## src/rtl/matrix_rom_streamer_if.sv

```systemverilog
// rtl/matrix_rom_streamer_if.sv - packed-word output stream of the coefficient table
interface matrix_rom_streamer_if #(
    parameter int DATA_W = 14
);
    logic              out_valid;
    logic              out_ready;
    logic [DATA_W-1:0] out_data;
    logic              out_last;

    modport master (
        output out_valid,
        output out_data,
        output out_last,
        input  out_ready
    );

    modport slave (
        input  out_valid,
        input  out_data,
        input  out_last,
        output out_ready
    );
endinterface

```

## src/rtl/matrix_rom_streamer.sv

```systemverilog
// rtl/matrix_rom_streamer.sv - loadable ROWS x COLS coefficient table streamed as packed words
module matrix_rom_streamer #(
    parameter int ELEM_W = 7,
    parameter int ROWS   = 8,
    parameter int COLS   = 4,
    parameter int PACK   = 2,
    parameter int AW     = $clog2(ROWS*COLS)
) (
    input  logic              clk,
    input  logic              rst,
    input  logic              load_en,
    input  logic [AW-1:0]     load_addr,
    input  logic [ELEM_W-1:0] load_data,
    input  logic              start,
    input  logic              col_major,
    output logic              busy,
    output logic              done,
    matrix_rom_streamer_if.master strm
);
    localparam int NUM = ROWS * COLS;
    localparam int N   = NUM / PACK;
    localparam int RB  = ROWS / PACK;
    localparam int CB  = COLS / PACK;
    localparam int CW  = $clog2(N) + 1;
    localparam int DW  = PACK * ELEM_W;

    typedef enum logic {IDLE, RUN} state_t;

    state_t            state;
    logic [ELEM_W-1:0] mem [NUM];
    logic [CW-1:0]     cnt;
    logic              mode;

    // Gather the PACK elements of word k; lane 0 lands in the low bits.
    function automatic logic [DW-1:0] word_at(input logic [CW-1:0] k, input logic cm);
        logic [DW-1:0] w;
        int            kk;
        int            idx;
        w  = '0;
        kk = int'(k);
        for (int i = 0; i < PACK; i++) begin
            if (cm)
                idx = ((kk % RB) * PACK + i) * COLS + kk / RB;
            else
                idx = (kk / CB) * COLS + (kk % CB) * PACK + i;
            w[i*ELEM_W +: ELEM_W] = mem[AW'(idx)];
        end
        return w;
    endfunction

    always_ff @(posedge clk) begin
        if (!rst) begin
            state          <= IDLE;
            strm.out_valid <= 1'b0;
            strm.out_data  <= '0;
            strm.out_last  <= 1'b0;
            busy           <= 1'b0;
            done           <= 1'b0;
            cnt            <= '0;
            mode           <= 1'b0;
            for (int r = 0; r < ROWS; r++) begin
                for (int c = 0; c < COLS; c++) begin
                    mem[AW'(r*COLS + c)] <= (c == 0) ? ELEM_W'(r + 1) : ELEM_W'(1);
                end
            end
        end else begin
            done <= 1'b0;
            case (state)
                IDLE: begin
                    if (load_en && (int'(load_addr) < NUM))
                        mem[load_addr] <= load_data;
                    if (start) begin
                        mode           <= col_major;
                        strm.out_data  <= word_at('0, col_major);
                        strm.out_valid <= 1'b1;
                        strm.out_last  <= (N == 1);
                        cnt            <= CW'(1);
                        busy           <= 1'b1;
                        state          <= RUN;
                    end
                end
                RUN: begin
                    if (strm.out_valid && strm.out_ready) begin
                        if (strm.out_last) begin
                            // out_data deliberately keeps the final word
                            strm.out_valid <= 1'b0;
                            strm.out_last  <= 1'b0;
                            busy           <= 1'b0;
                            done           <= 1'b1;
                            state          <= IDLE;
                        end else begin
                            strm.out_data <= word_at(cnt, mode);
                            strm.out_last <= (cnt == CW'(N - 1));
                            cnt           <= cnt + CW'(1);
                        end
                    end
                end
                default: state <= IDLE;
            endcase
        end
    end
endmodule

```

## src/flat_wrapper.sv

```systemverilog
// flat-port wrapper written by rule: the top's interface ports become plain ports
module matrix_rom_streamer_flat 
#(
    parameter int ELEM_W = 7,
    parameter int ROWS   = 8,
    parameter int COLS   = 4,
    parameter int PACK   = 2,
    parameter int AW     = $clog2(ROWS*COLS)
)
  (clk, rst, load_en, load_addr, load_data, start, col_major, busy, done, strm_out_valid, strm_out_data, strm_out_last, strm_out_ready);
  matrix_rom_streamer_if #(.DATA_W(14)) strm_i ();
  input  logic clk;
  input  logic rst;
  input  logic load_en;
  input  logic [AW-1:0] load_addr;
  input  logic [ELEM_W-1:0] load_data;
  input  logic start;
  input  logic col_major;
  output logic busy;
  output logic done;
  output wire logic [$bits(strm_i.out_valid)-1:0] strm_out_valid;
  output wire logic [$bits(strm_i.out_data)-1:0] strm_out_data;
  output wire logic [$bits(strm_i.out_last)-1:0] strm_out_last;
  input wire logic [$bits(strm_i.out_ready)-1:0] strm_out_ready;
  assign strm_out_valid = strm_i.out_valid;
  assign strm_out_data = strm_i.out_data;
  assign strm_out_last = strm_i.out_last;
  assign strm_i.out_ready = strm_out_ready;
  matrix_rom_streamer #(.ELEM_W(ELEM_W), .ROWS(ROWS), .COLS(COLS), .PACK(PACK), .AW(AW)) u_core (.clk(clk), .rst(rst), .load_en(load_en), .load_addr(load_addr), .load_data(load_data), .start(start), .col_major(col_major), .busy(busy), .done(done), .strm(strm_i));
endmodule
```

## config.mk

```make
export PLATFORM = sky130hd
export DESIGN_NAME = matrix_rom_streamer_flat
export DESIGN_NICKNAME = d
export VERILOG_FILES = /design/src/rtl/matrix_rom_streamer_if.sv /design/src/rtl/matrix_rom_streamer.sv /design/src/flat_wrapper.sv
export SDC_FILE = /design/constraint.sdc
export NUM_CORES = 1
export LEC_CHECK = 0
export ABC_AREA = 1
export CELL_PAD_IN_SITES_DETAIL_PLACEMENT = 1
export CELL_PAD_IN_SITES_GLOBAL_PLACEMENT = 2
export CORE_ASPECT_RATIO = 0.8
export CORE_MARGIN = 5
export CORE_UTILIZATION = 37
export CTS_CLUSTER_DIAMETER = 100
export DETAILED_ROUTE_END_ITERATION = 7
export PLACE_DENSITY_LB_ADDON = 0.1
export SETUP_SLACK_MARGIN = 0.5
export SYNTH_ARGS = -nofsm -noshare
export SYNTH_HDL_FRONTEND = slang
export SYNTH_SLANG_ARGS = --single-unit
```

## constraint.sdc

```tcl
create_clock -name clk -period 2.18 [get_ports clk]
set_input_delay 0.218 -clock clk [delete_from_list [all_inputs] [get_ports clk]]
set_output_delay 0.218 -clock clk [all_outputs]
set_load 0.01 [all_outputs]
```

==> results.cfg <==
[worst_setup_path]
endpoint_kind = register
r2r_cells = 11
crit_arrival_ns = 2.55
crit_required_ns = 2.66
r2r_setup_slack_ns = 0.11
criticalPathCategory = register to register
r2r-start = u_core.mode$_SDFFE_PN0P_
crit_path_start_kind = register
cp_max_fo = 8
r2r-end = u_core.strm.out_data[3]$_SDFFE_PN0P_

[place]
dp.cells = 2454
place_hpwl_um = 39300
dpl-instance-area_um2 = 16300
gp_congestion = 0.862
io_buffer_count = 35
post-place-ws_ns = -0.291

[sta]
clock_skew_ns = 0.0114
setup_viol = 0
tns_ns = 0
finalHoldViolations = 0
maxClockFrequency_mhz = 484
tightest_slew_ns = 1.35
fin_ws_ns = 0.115
slew_viol_final = 0
maxSlewHeadroom = 0.102
min_period_ns = 2.07
finalCritPeriodShare = 0.947
rsz0062_at_grt = true
whs_ns = 0.411

[synth]
syn-num-nets = 1948
syn_inst = 1927
avgSynthCellArea_um2 = 7.48
synth_cell_types = 29
synth_warnings = 0
ys_ff_latch = 248
ys_seq_area_frac = 0.500
synth_area_um2 = 14400

[hold_path]
min_from = strm_out_ready
holdPathStages = 5
min_path_type = input pin to register
whs_endpoint = u_core.done$_SDFF_PN0_

[cts]
clk_latency_ns = 0.57
clock-sinks = 248
cts_tree = built
ctsRootBufferMaster = clkbuf_16
htreeDepth = 1
clk_pin_slew_worst_paths_ns = 0.07
cts_made_buffers = 27
cts_buffer_depth = 3

[floorplan]
die_w_um = 231
rows = 64
start_util = 0.376
io_pins = 36
core_area_um2 = 38400
die_y_um = 186
dieArea_um2 = 43000

[finish]
diodes = 0
nNetsFinal = 2062
areaGrowthSynthToFinish_pct = 37.0
final_cell_mix = 494 x nand2_1, 310 x nand3_1, 224 x edfxtp_1
instances_no_fill = 2556
utilization = 0.515
final_area_um2 = 19700
drive_above_1_share = 0.259
final_common_cell = nand2_1

[power]
power.density_nw_per_um2 = 686
ir_drop_uv = 483
p_sw_frac = 0.317
power_frac_clock = 0.337
p_sw_mw = 4.29
pwr-share-comb = 0.259
leakage_nw = 8.33
internal-power_mw = 9.24
pwr-share-seq = 0.404
p_total_mw = 13.5

[global_route]
grt_pass1_wl_um = 89000
grt_use_total = 0.271
grt_max_degree = 47
grt_remaining_overflow = 0
grt_pass1_vias = 13964
antenna_found_initial = 0

[route]
dr.pass1.iters = 7
vias_per_cell = 5.51
finalWirelength_um = 61800
first_iter_violations = 1407
drc = 0
vias = 14090
wire_per_inst_um = 24.2
drtAntennaViolNets = 0

[run]
maxCapViolations = 0

[status]
status = complete, no violations
flip-flops by register name (all words and copies together), names as in the netlist:
name and cells:
u_core.done 1, u_core.state 1, u_core.strm.out_data 14, u_core.cnt 5, u_core.strm.out_last 1, u_core.mem 224
u_core.strm.out_valid 1, u_core.mode 1
Yosys cell counts:
library cell    n  share of area
a22oi_1         7         0.0036
inv_1         245          0.064
o21ai_1         7         0.0024
o211ai_1       21          0.011
a211oi_1        2         0.0010
o21ai_2         1        0.00061
nor3_1         12         0.0042
a21oi_2         1        0.00061
nand2_1       545           0.14
inv_2           7         0.0018
nand3_1       391           0.14
nand3b_1       17         0.0089
o211a_1         1        0.00069
xor2_1          1        0.00061
nand4_1         1        0.00043
edfxtp_1      224           0.47
dfxtp_1        24          0.033
buf_4           4         0.0021
nor2_1        234          0.061
ha_1            3         0.0026
clkinv_1        1        0.00026
o21ai_0        29          0.010
buf_2          51          0.018
clkbuf_1       61          0.016
a31oi_1         1        0.00043
buf_1           8         0.0021
nor2_2          1        0.00043
xnor2_1         1        0.00061
a21oi_1        26         0.0090
worst max-delay path by stage:
stage / start / end / slack, ns / depth (start not counted)
3_3_place_gp: load_addr[4] / u_core.mem[23][4]$_SDFFCE_PN0P_ / -0.29 / 8
4_1_cts: u_core.cnt[2]$_SDFFE_PN0P_ / u_core.strm.out_data[5]$_SDFFE_PN0P_ / 0.30 / 11
3_5_place_dp: load_addr[4] / u_core.mem[23][6]$_SDFFCE_PN0P_ / -0.29 / 8
6_report: u_core.mode$_SDFFE_PN0P_ / u_core.strm.out_data[3]$_SDFFE_PN0P_ / 0.11 / 11
2_1_floorplan: u_core.state$_SDFF_PN0_ / u_core.mem[9][0]$_SDFFCE_PN1P_ / 0.48 / 9
5_1_grt: u_core.mode$_SDFFE_PN0P_ / u_core.strm.out_data[3]$_SDFFE_PN0P_ / 0.11 / 11
layout make-up:
cell class	count	area, um2
multi-input combinational	1303	7380
inverter	253	975
clock inverter	18	154
fill	4450	18600
clock buffer	31	691
sequential	248	7220
timing repair buffer	208	2710
tap	495	619
what timing repair did:
action | CTS | global route
hold buffers | 0 | 0
pin swaps | 14 | 46
buffers inserted | 16 | 18
setup endpoints to repair | 437 | 380
gates resized for setup | 137 | 326
gates cloned | 11 | 8
worst max-delay path, cell delays in order (launching register included):
cell and delay [ns]:
dfxtp_4 0.40, buf_6 0.15, buf_6 0.14, o21ai_4 0.26
inv_4 0.12, buf_12 0.17, buf_4 0.14, nand3_1 0.07
nand3_1 0.12, nand3_1 0.14, nand3_2 0.10, a21oi_1 0.16
power by group through the flow:
stage          Clock [mW]  Sequential [mW]  Combinational [mW]
2_1_floorplan           0             5.52                1.50
3_3_place_gp            0             5.55                2.64
3_5_place_dp            0             5.56                2.66
4_1_cts              4.61             5.46                3.07
5_1_grt              4.81             5.48                3.70
6_report             4.56             5.46                3.51
cell families (layout without fill, tap and decap cells):
kind of cell | Yosys count | after routing | synth area share
compound gates | 96 | 96 | 0.0395
simple gates | 1201 | 1202 | 0.353
buf+inv | 377 | 510 | 0.104
fa+ha+maj | 3 | 3 | 0.00261
xor+xnor | 2 | 2 | 0.00122
flops | 248 | 248 | 0.500
layer usage:
layer	part of all wire	track usage
met5	0	0
met4	0.023	0.0649
met3	0.067	0.0395
met2	0.44	0.413
met1	0.47	0.409
(Power assumes the default switching activity.)
